File: src/rtl/shared_add_arbiter_if.sv
// ---------------------------------------------------------------------------
// shared_add_arbiter_if
//
// Request/response bundle between up to four adder clients and the shared
// adder arbiter.
//
//   req_valid  [N_REQ]        per-requester request valid
//   req_ready  [N_REQ]        per-requester grant, one-hot or zero
//   req_a      [N_REQ*WIDTH]  operand A, requester i at [i*WIDTH +: WIDTH]
//   req_b      [N_REQ*WIDTH]  operand B, same packing
//   rsp_valid                 result register holds an unconsumed result
//   rsp_ready                 consumer accepts the result
//   rsp_id     [2]            requester that produced the result
//   rsp_sum    [WIDTH]        a + b, low WIDTH bits
//   rsp_ovf                   signed overflow of that add
//
// Modports:
//   master - the client side (requesters plus result consumer)
//   slave  - the arbiter
// ---------------------------------------------------------------------------
interface shared_add_arbiter_if #(
    parameter int unsigned WIDTH = 32,
    parameter int unsigned N_REQ = 4
);

    logic [N_REQ-1:0]       req_valid;
    logic [N_REQ-1:0]       req_ready;
    logic [N_REQ*WIDTH-1:0] req_a;
    logic [N_REQ*WIDTH-1:0] req_b;

    logic                   rsp_valid;
    logic                   rsp_ready;
    logic [1:0]             rsp_id;
    logic [WIDTH-1:0]       rsp_sum;
    logic                   rsp_ovf;

    modport master (
        output req_valid,
        output req_a,
        output req_b,
        output rsp_ready,
        input  req_ready,
        input  rsp_valid,
        input  rsp_id,
        input  rsp_sum,
        input  rsp_ovf
    );

    modport slave (
        input  req_valid,
        input  req_a,
        input  req_b,
        input  rsp_ready,
        output req_ready,
        output rsp_valid,
        output rsp_id,
        output rsp_sum,
        output rsp_ovf
    );

endinterface

File: src/rtl/shared_add_arbiter.sv
// ---------------------------------------------------------------------------
// shared_add_arbiter
//
// Round-robin arbiter in front of one shared signed WIDTH-bit adder. Each
// cycle at most one requester is granted; its operands are added and the
// sum, requester ID and signed-overflow flag are registered into a one-entry
// result buffer that is presented on the response side in the next cycle.
//
// Ports:
//   clk    rising-edge clock
//   rst_n  asynchronous active-low reset
//   bus    shared_add_arbiter_if.slave (request and response handshakes)
// ---------------------------------------------------------------------------
module shared_add_arbiter #(
    parameter int unsigned WIDTH = 32
) (
    input  logic                 clk,
    input  logic                 rst_n,
    shared_add_arbiter_if.slave  bus
);

    localparam int unsigned NReq = 4;

    // Round-robin pointer and result register.
    logic [1:0]       ptr_q,       ptr_d;
    logic             rsp_valid_q, rsp_valid_d;
    logic [1:0]       rsp_id_q,    rsp_id_d;
    logic [WIDTH-1:0] rsp_sum_q,   rsp_sum_d;
    logic             rsp_ovf_q,   rsp_ovf_d;

    // Arbitration and datapath.
    logic             can_accept;
    logic             grant_vld;
    logic [1:0]       grant_idx;
    logic [1:0]       scan_idx;
    logic [NReq-1:0]  grant_oh;
    logic [WIDTH-1:0] a_sel;
    logic [WIDTH-1:0] b_sel;
    logic [WIDTH-1:0] sum;
    logic             ovf;

    // The result slot is free if empty or being drained this cycle, which
    // gives full throughput with a single output register.
    assign can_accept = !rsp_valid_q || bus.rsp_ready;

    // Scan requesters starting at ptr_q; the first valid one wins.
    always_comb begin
        grant_vld = 1'b0;
        grant_idx = '0;
        scan_idx  = '0;
        if (can_accept) begin
            for (int unsigned k = 0; k < NReq; k++) begin
                scan_idx = ptr_q + 2'(k);
                if (!grant_vld && bus.req_valid[scan_idx]) begin
                    grant_vld = 1'b1;
                    grant_idx = scan_idx;
                end
            end
        end
    end

    always_comb begin
        grant_oh = '0;
        if (grant_vld) begin
            grant_oh[grant_idx] = 1'b1;
        end
    end

    // Operand mux for the granted requester.
    always_comb begin
        a_sel = '0;
        b_sel = '0;
        for (int unsigned i = 0; i < NReq; i++) begin
            if (grant_idx == 2'(i)) begin
                a_sel = bus.req_a[i*WIDTH +: WIDTH];
                b_sel = bus.req_b[i*WIDTH +: WIDTH];
            end
        end
    end

    // Signed overflow: operands agree in sign but the sum does not.
    assign sum = a_sel + b_sel;
    assign ovf = (a_sel[WIDTH-1] == b_sel[WIDTH-1]) && (sum[WIDTH-1] != a_sel[WIDTH-1]);

    // Next-state for pointer and result register.
    always_comb begin
        ptr_d       = ptr_q;
        rsp_valid_d = rsp_valid_q;
        rsp_id_d    = rsp_id_q;
        rsp_sum_d   = rsp_sum_q;
        rsp_ovf_d   = rsp_ovf_q;
        if (grant_vld) begin
            // A new result overwrites the slot even if it is being drained.
            ptr_d       = grant_idx + 2'd1;
            rsp_valid_d = 1'b1;
            rsp_id_d    = grant_idx;
            rsp_sum_d   = sum;
            rsp_ovf_d   = ovf;
        end else if (rsp_valid_q && bus.rsp_ready) begin
            // Drain only; the data fields keep their last values.
            rsp_valid_d = 1'b0;
        end
    end

    always_ff @(posedge clk or negedge rst_n) begin
        if (!rst_n) begin
            ptr_q       <= '0;
            rsp_valid_q <= 1'b0;
            rsp_id_q    <= '0;
            rsp_sum_q   <= '0;
            rsp_ovf_q   <= 1'b0;
        end else begin
            ptr_q       <= ptr_d;
            rsp_valid_q <= rsp_valid_d;
            rsp_id_q    <= rsp_id_d;
            rsp_sum_q   <= rsp_sum_d;
            rsp_ovf_q   <= rsp_ovf_d;
        end
    end

    assign bus.req_ready = grant_oh;
    assign bus.rsp_valid = rsp_valid_q;
    assign bus.rsp_id    = rsp_id_q;
    assign bus.rsp_sum   = rsp_sum_q;
    assign bus.rsp_ovf   = rsp_ovf_q;

endmodule

File: src/flat_wrapper.sv
// flat-port wrapper written by rule: the top's interface ports become plain ports
module shared_add_arbiter_flat 
#(
    parameter int unsigned WIDTH = 32
)
  (clk, rst_n, bus_req_valid, bus_req_a, bus_req_b, bus_rsp_ready, bus_req_ready, bus_rsp_valid, bus_rsp_id, bus_rsp_sum, bus_rsp_ovf);
  shared_add_arbiter_if #(.WIDTH(WIDTH), .N_REQ(4)) bus_i ();
  input  logic clk;
  input  logic rst_n;
  input wire logic [$bits(bus_i.req_valid)-1:0] bus_req_valid;
  input wire logic [$bits(bus_i.req_a)-1:0] bus_req_a;
  input wire logic [$bits(bus_i.req_b)-1:0] bus_req_b;
  input wire logic [$bits(bus_i.rsp_ready)-1:0] bus_rsp_ready;
  output wire logic [$bits(bus_i.req_ready)-1:0] bus_req_ready;
  output wire logic [$bits(bus_i.rsp_valid)-1:0] bus_rsp_valid;
  output wire logic [$bits(bus_i.rsp_id)-1:0] bus_rsp_id;
  output wire logic [$bits(bus_i.rsp_sum)-1:0] bus_rsp_sum;
  output wire logic [$bits(bus_i.rsp_ovf)-1:0] bus_rsp_ovf;
  assign bus_i.req_valid = bus_req_valid;
  assign bus_i.req_a = bus_req_a;
  assign bus_i.req_b = bus_req_b;
  assign bus_i.rsp_ready = bus_rsp_ready;
  assign bus_req_ready = bus_i.req_ready;
  assign bus_rsp_valid = bus_i.rsp_valid;
  assign bus_rsp_id = bus_i.rsp_id;
  assign bus_rsp_sum = bus_i.rsp_sum;
  assign bus_rsp_ovf = bus_i.rsp_ovf;
  shared_add_arbiter #(.WIDTH(WIDTH)) u_core (.clk(clk), .rst_n(rst_n), .bus(bus_i));
endmodule
File: config.mk
export PLATFORM = sky130hd
export DESIGN_NAME = shared_add_arbiter_flat
export DESIGN_NICKNAME = d
export VERILOG_FILES = /design/src/rtl/shared_add_arbiter_if.sv /design/src/rtl/shared_add_arbiter.sv /design/src/flat_wrapper.sv
export SDC_FILE = /design/constraint.sdc
export NUM_CORES = 1
export LEC_CHECK = 0
export ABC_AREA = 1
export CELL_PAD_IN_SITES_DETAIL_PLACEMENT = 0
export CELL_PAD_IN_SITES_GLOBAL_PLACEMENT = 1
export CORE_MARGIN = 5
export CORE_UTILIZATION = 28
export CTS_CLUSTER_SIZE = 40
export DETAILED_ROUTE_END_ITERATION = 10
export PLACE_DENSITY_LB_ADDON = 0.1
export SLEW_MARGIN = 30
export SYNTH_ARGS = -nofsm -noshare
export SYNTH_HDL_FRONTEND = slang
export SYNTH_SLANG_ARGS = --single-unit
File: constraint.sdc
create_clock -name clk -period 8.05 [get_ports clk]
set_input_delay 1.61 -clock clk [delete_from_list [all_inputs] [get_ports clk]]
set_output_delay 1.61 -clock clk [all_outputs]
set_load 0.02 [all_outputs]
==> impl_metrics.py <==
metrics = {
    "run_status": {
        "status": "completed",
    },
    "layout": {
        "ff_latch_area_um2": 951,
        "fin_nets": 1623,
        "area_growth_pct": 58.2,
        "antenna_cells": 0,
        "multi_input_area_um2": 4180,
        "fillerInstances": 2274,
        "drive_gt1_share_pct": 2.34,
        "design_area_um2": 9260,
    },
    "global_route": {
        "grt_start_max_net_pins": 84,
        "antenna_found_initial": 2,
        "grt_pass1_vias": 7493,
        "grt_pass1_wl_mm": 39.3,
        "grt_overflow": 0,
        "track_usage_pct": 20.6,
    },
    "sta": {
        "max_freq_mhz": 149,
        "final.min_clock_period_ps": 6720,
        "relSlewSlack_pct": 46.6,
        "tightestPinTransition_ps": 800,
        "holdWs_ps": 482,
        "final.setup_skew_ps": 9.89,
        "setup_ws_ps": 1330,
        "setup_viol": 0,
        "tns_ps": 0,
        "fin_crit_sh_pct": 83.5,
        "hold_violations": 0,
        "drv_slew": 0,
        "rsz0062_at_grt": "no",
    },
    "yosys": {
        "synth_top_area_cell": "nand2_1",
        "ys_seq_area_share_pct": 16.2,
        "syn_area_per_cell_um2": 5.54,
        "netlist_instances": 1056,
        "synth_ff_type": "dfrtp_1",
        "synth-edff-count": 0,
        "yosysWarningCount": 0,
        "synth_cell_type_count": 32,
        "ys_async_sr_fraction_pct": 100,
        "syn_area_um2": 5850,
        "synth_fp_nets": 1355,
        "synthTopCellsByCount": "nand2_1, inv_1, nor2_1, a21oi_1, o21ai_0",
        "synth_area_leaders": "nand2_1, dfrtp_1, inv_1",
        "yosysMostFrequentCell": "nand2_1",
        "synth_seq_cells": 38,
        "netlist.area_leader.share_pct": 25.0,
    },
    "place": {
        "io_buffers": 302,
        "place.gp.congestion": 0.866,
        "dp_hpwl_mm": 21.8,
        "placed_area_um2": 9060,
        "dpl_worst_slack_ps": 1080,
    },
    "worst_setup_path": {
        "cp-end-kind": "output pin",
        "path_cells": "clkdlybuf4s50_1 > or2_1 > nand2_1 > nor2_1 > a21oi_1 > nand3_1 > nand2_2 > inv_2 > nand2_1 > ha_1 > buf_4 > clkinv_2 > nor2_1 > clkdlybuf4s50_1",
        "r2r_start": "u_core.ptr_q[0]$_DFFE_PN0P_",
        "crit_path_start_kind": "primary input",
        "max_stage_delay_ps": 650,
        "crit_slowest_cell": "clkdlybuf4s50_1",
        "reg2regPathDepth": 26,
        "cp.arrival_ps": 5110,
        "reg2reg_to": "u_core.bus.rsp_sum[24]$_DFFE_PN0P_",
        "crit_required_ps": 6440,
        "crit_type": "primary input to output pin",
        "rrSetupSlack_ps": 2640,
        "path_buf_inv": 5,
        "crit_family": "buffers and inverters",
        "cp_max_fo": 43,
    },
    "clock_network": {
        "ctsHoldBuffers": 0,
        "ctsResizeCount": 0,
        "cts.clk_slew.worst_paths_ps": 60,
        "clk_latency_ps": 290,
        "clockRootBuffer": "clkbuf_16",
        "numClockSinks": 38,
        "cts_tree": "built",
        "post_cts_buffers": 0,
        "cts_buffers": 5,
        "htree_levels": 2,
        "cts_max_path_buffers": 2,
    },
    "floorplanning": {
        "fp.dieH_um": 155,
        "die_area_um2": 23900,
        "rows": 52,
        "design.core.area_um2": 20400,
        "start_util_pct": 28.7,
        "die_w_um": 155,
        "pin_count": 303,
    },
    "drt": {
        "ant_nets": 0,
        "post_drt_wl_per_cell_um": 16.1,
        "drt-initial-drc-count": 349,
        "via_per_inst": 4.70,
        "first_pass_iters": 5,
        "drt-total-wl_mm": 25.6,
        "drc_errors": 0,
        "num_vias": 7495,
    },
    "job": {
        "cap_viol_max_count": 0,
    },
    "min_path": {
        "holdPathEnd": "u_core.bus.rsp_sum[10]$_DFFE_PN0P_",
        "hp-class": "register to register",
        "holdPathStages": 2,
        "hp-start": "u_core.bus.rsp_sum[10]$_DFFE_PN0P_",
    },
}
[layout make-up]
cell class              count  share of cell area [%]
clock buffers               6                    1.50
clock inverters             2                   0.649
inverters                 134                    5.45
multi-input cells         834                    45.1
flip-flops and latches     38                    10.3
well taps                 270                    3.65
repair buffers            311                    33.4
[cell usage in the layout (no fill, tap or decap), drive strengths merged, types with 2 or more instances in the layout]
| master | count |
|---|---|
| buf | 10 |
| or2 | 2 |
| nand3b | 2 |
| ha | 35 |
| bufinv | 2 |
| nand2 | 393 |
| a221oi | 21 |
| clkdlybuf4s50 | 301 |
| o21ai | 59 |
| nor2 | 113 |
| dfrtp | 38 |
| a22oi | 41 |
| clkbuf | 6 |
| nand4 | 6 |
| xnor2 | 16 |
| o31ai | 21 |
| nand3 | 48 |
| nor3 | 6 |
| inv | 133 |
| a21oi | 62 |
| and2 | 4 |
[sequential cells by signal (all words and copies together) (netlist names)]
name and count:
u_core.bus.rsp_ovf 1, u_core.bus.rsp_id 2, u_core.ptr_q 2, u_core.bus.rsp_sum 32, u_core.bus.rsp_valid 1
[per-layer routing]
layer	track usage (%)	vias to the layer above	wire (um)
li1	-	3949	-
met1	25.7	3293	11100
met2	36.0	223	12100
met3	4.89	26	1870
met4	4.50	4	442
met5	0	-	27
[per-stage QoR]
step / utilization, % / std cells
3_5_place_dp: 44.3 / 1587
3_3_place_gp: 44.3 / 1587
2_1_floorplan: - / 1056
5_1_grt: 45.3 / 1595
6_report: 45.3 / 1595
4_1_cts: 45.3 / 1595
[cell families after synthesis]
logic type / count (synthesis) / share of synthesized area, %
AND/OR/NAND/NOR: 574 / 38.9
AO/OA/AOI/OAI: 207 / 21.8
flip-flops: 38 / 16.2
adder cells (fa/ha/maj): 36 / 7.82
XOR/XNOR: 17 / 2.67
buffers and inverters: 184 / 12.6
[worst max-delay path by stage]
stage                                start                                  to  slack [ps]  depth (start not counted)
after CTS                 bus_req_valid[2]                    bus_req_ready[2]        1300                         14
after floorplan           bus_req_valid[2]                    bus_req_ready[3]        2790                         15
after global placement    bus_req_valid[3]  u_core.bus.rsp_sum[18]$_DFFE_PN0P_        1140                         28
final                     bus_req_valid[2]                    bus_req_ready[2]        1330                         14
after global routing      bus_req_valid[3]  u_core.bus.rsp_sum[18]$_DFFE_PN0P_         900                         28
after detailed placement  bus_req_valid[3]  u_core.bus.rsp_sum[28]$_DFFE_PN0P_        1080                         28
[worst reg2reg max path, stage by stage (launching register included)]
cell	delay [ps]
dfrtp_1	520
or2_1	300
nand2_1	70
nor2_1	50
a21oi_1	210
nand3_1	130
nand2_2	80
inv_2	170
nand2_1	210
ha_1	160
buf_4	320
clkinv_2	500
buf_4	450
o21ai_0	240
a21oi_1	120
ha_1	350
fa_1	500
nand3_1	110
nand3_1	170
nand2_1	100
nand2_1	100
nand2_1	80
nand2_1	80
nand2_1	90
nand3_1	70
nand3_1	80
nand2_1	50
Power is left out: the tool's default activity adds up to more than one toggle a clock period on the data nets, which glitch-free logic cannot reach.
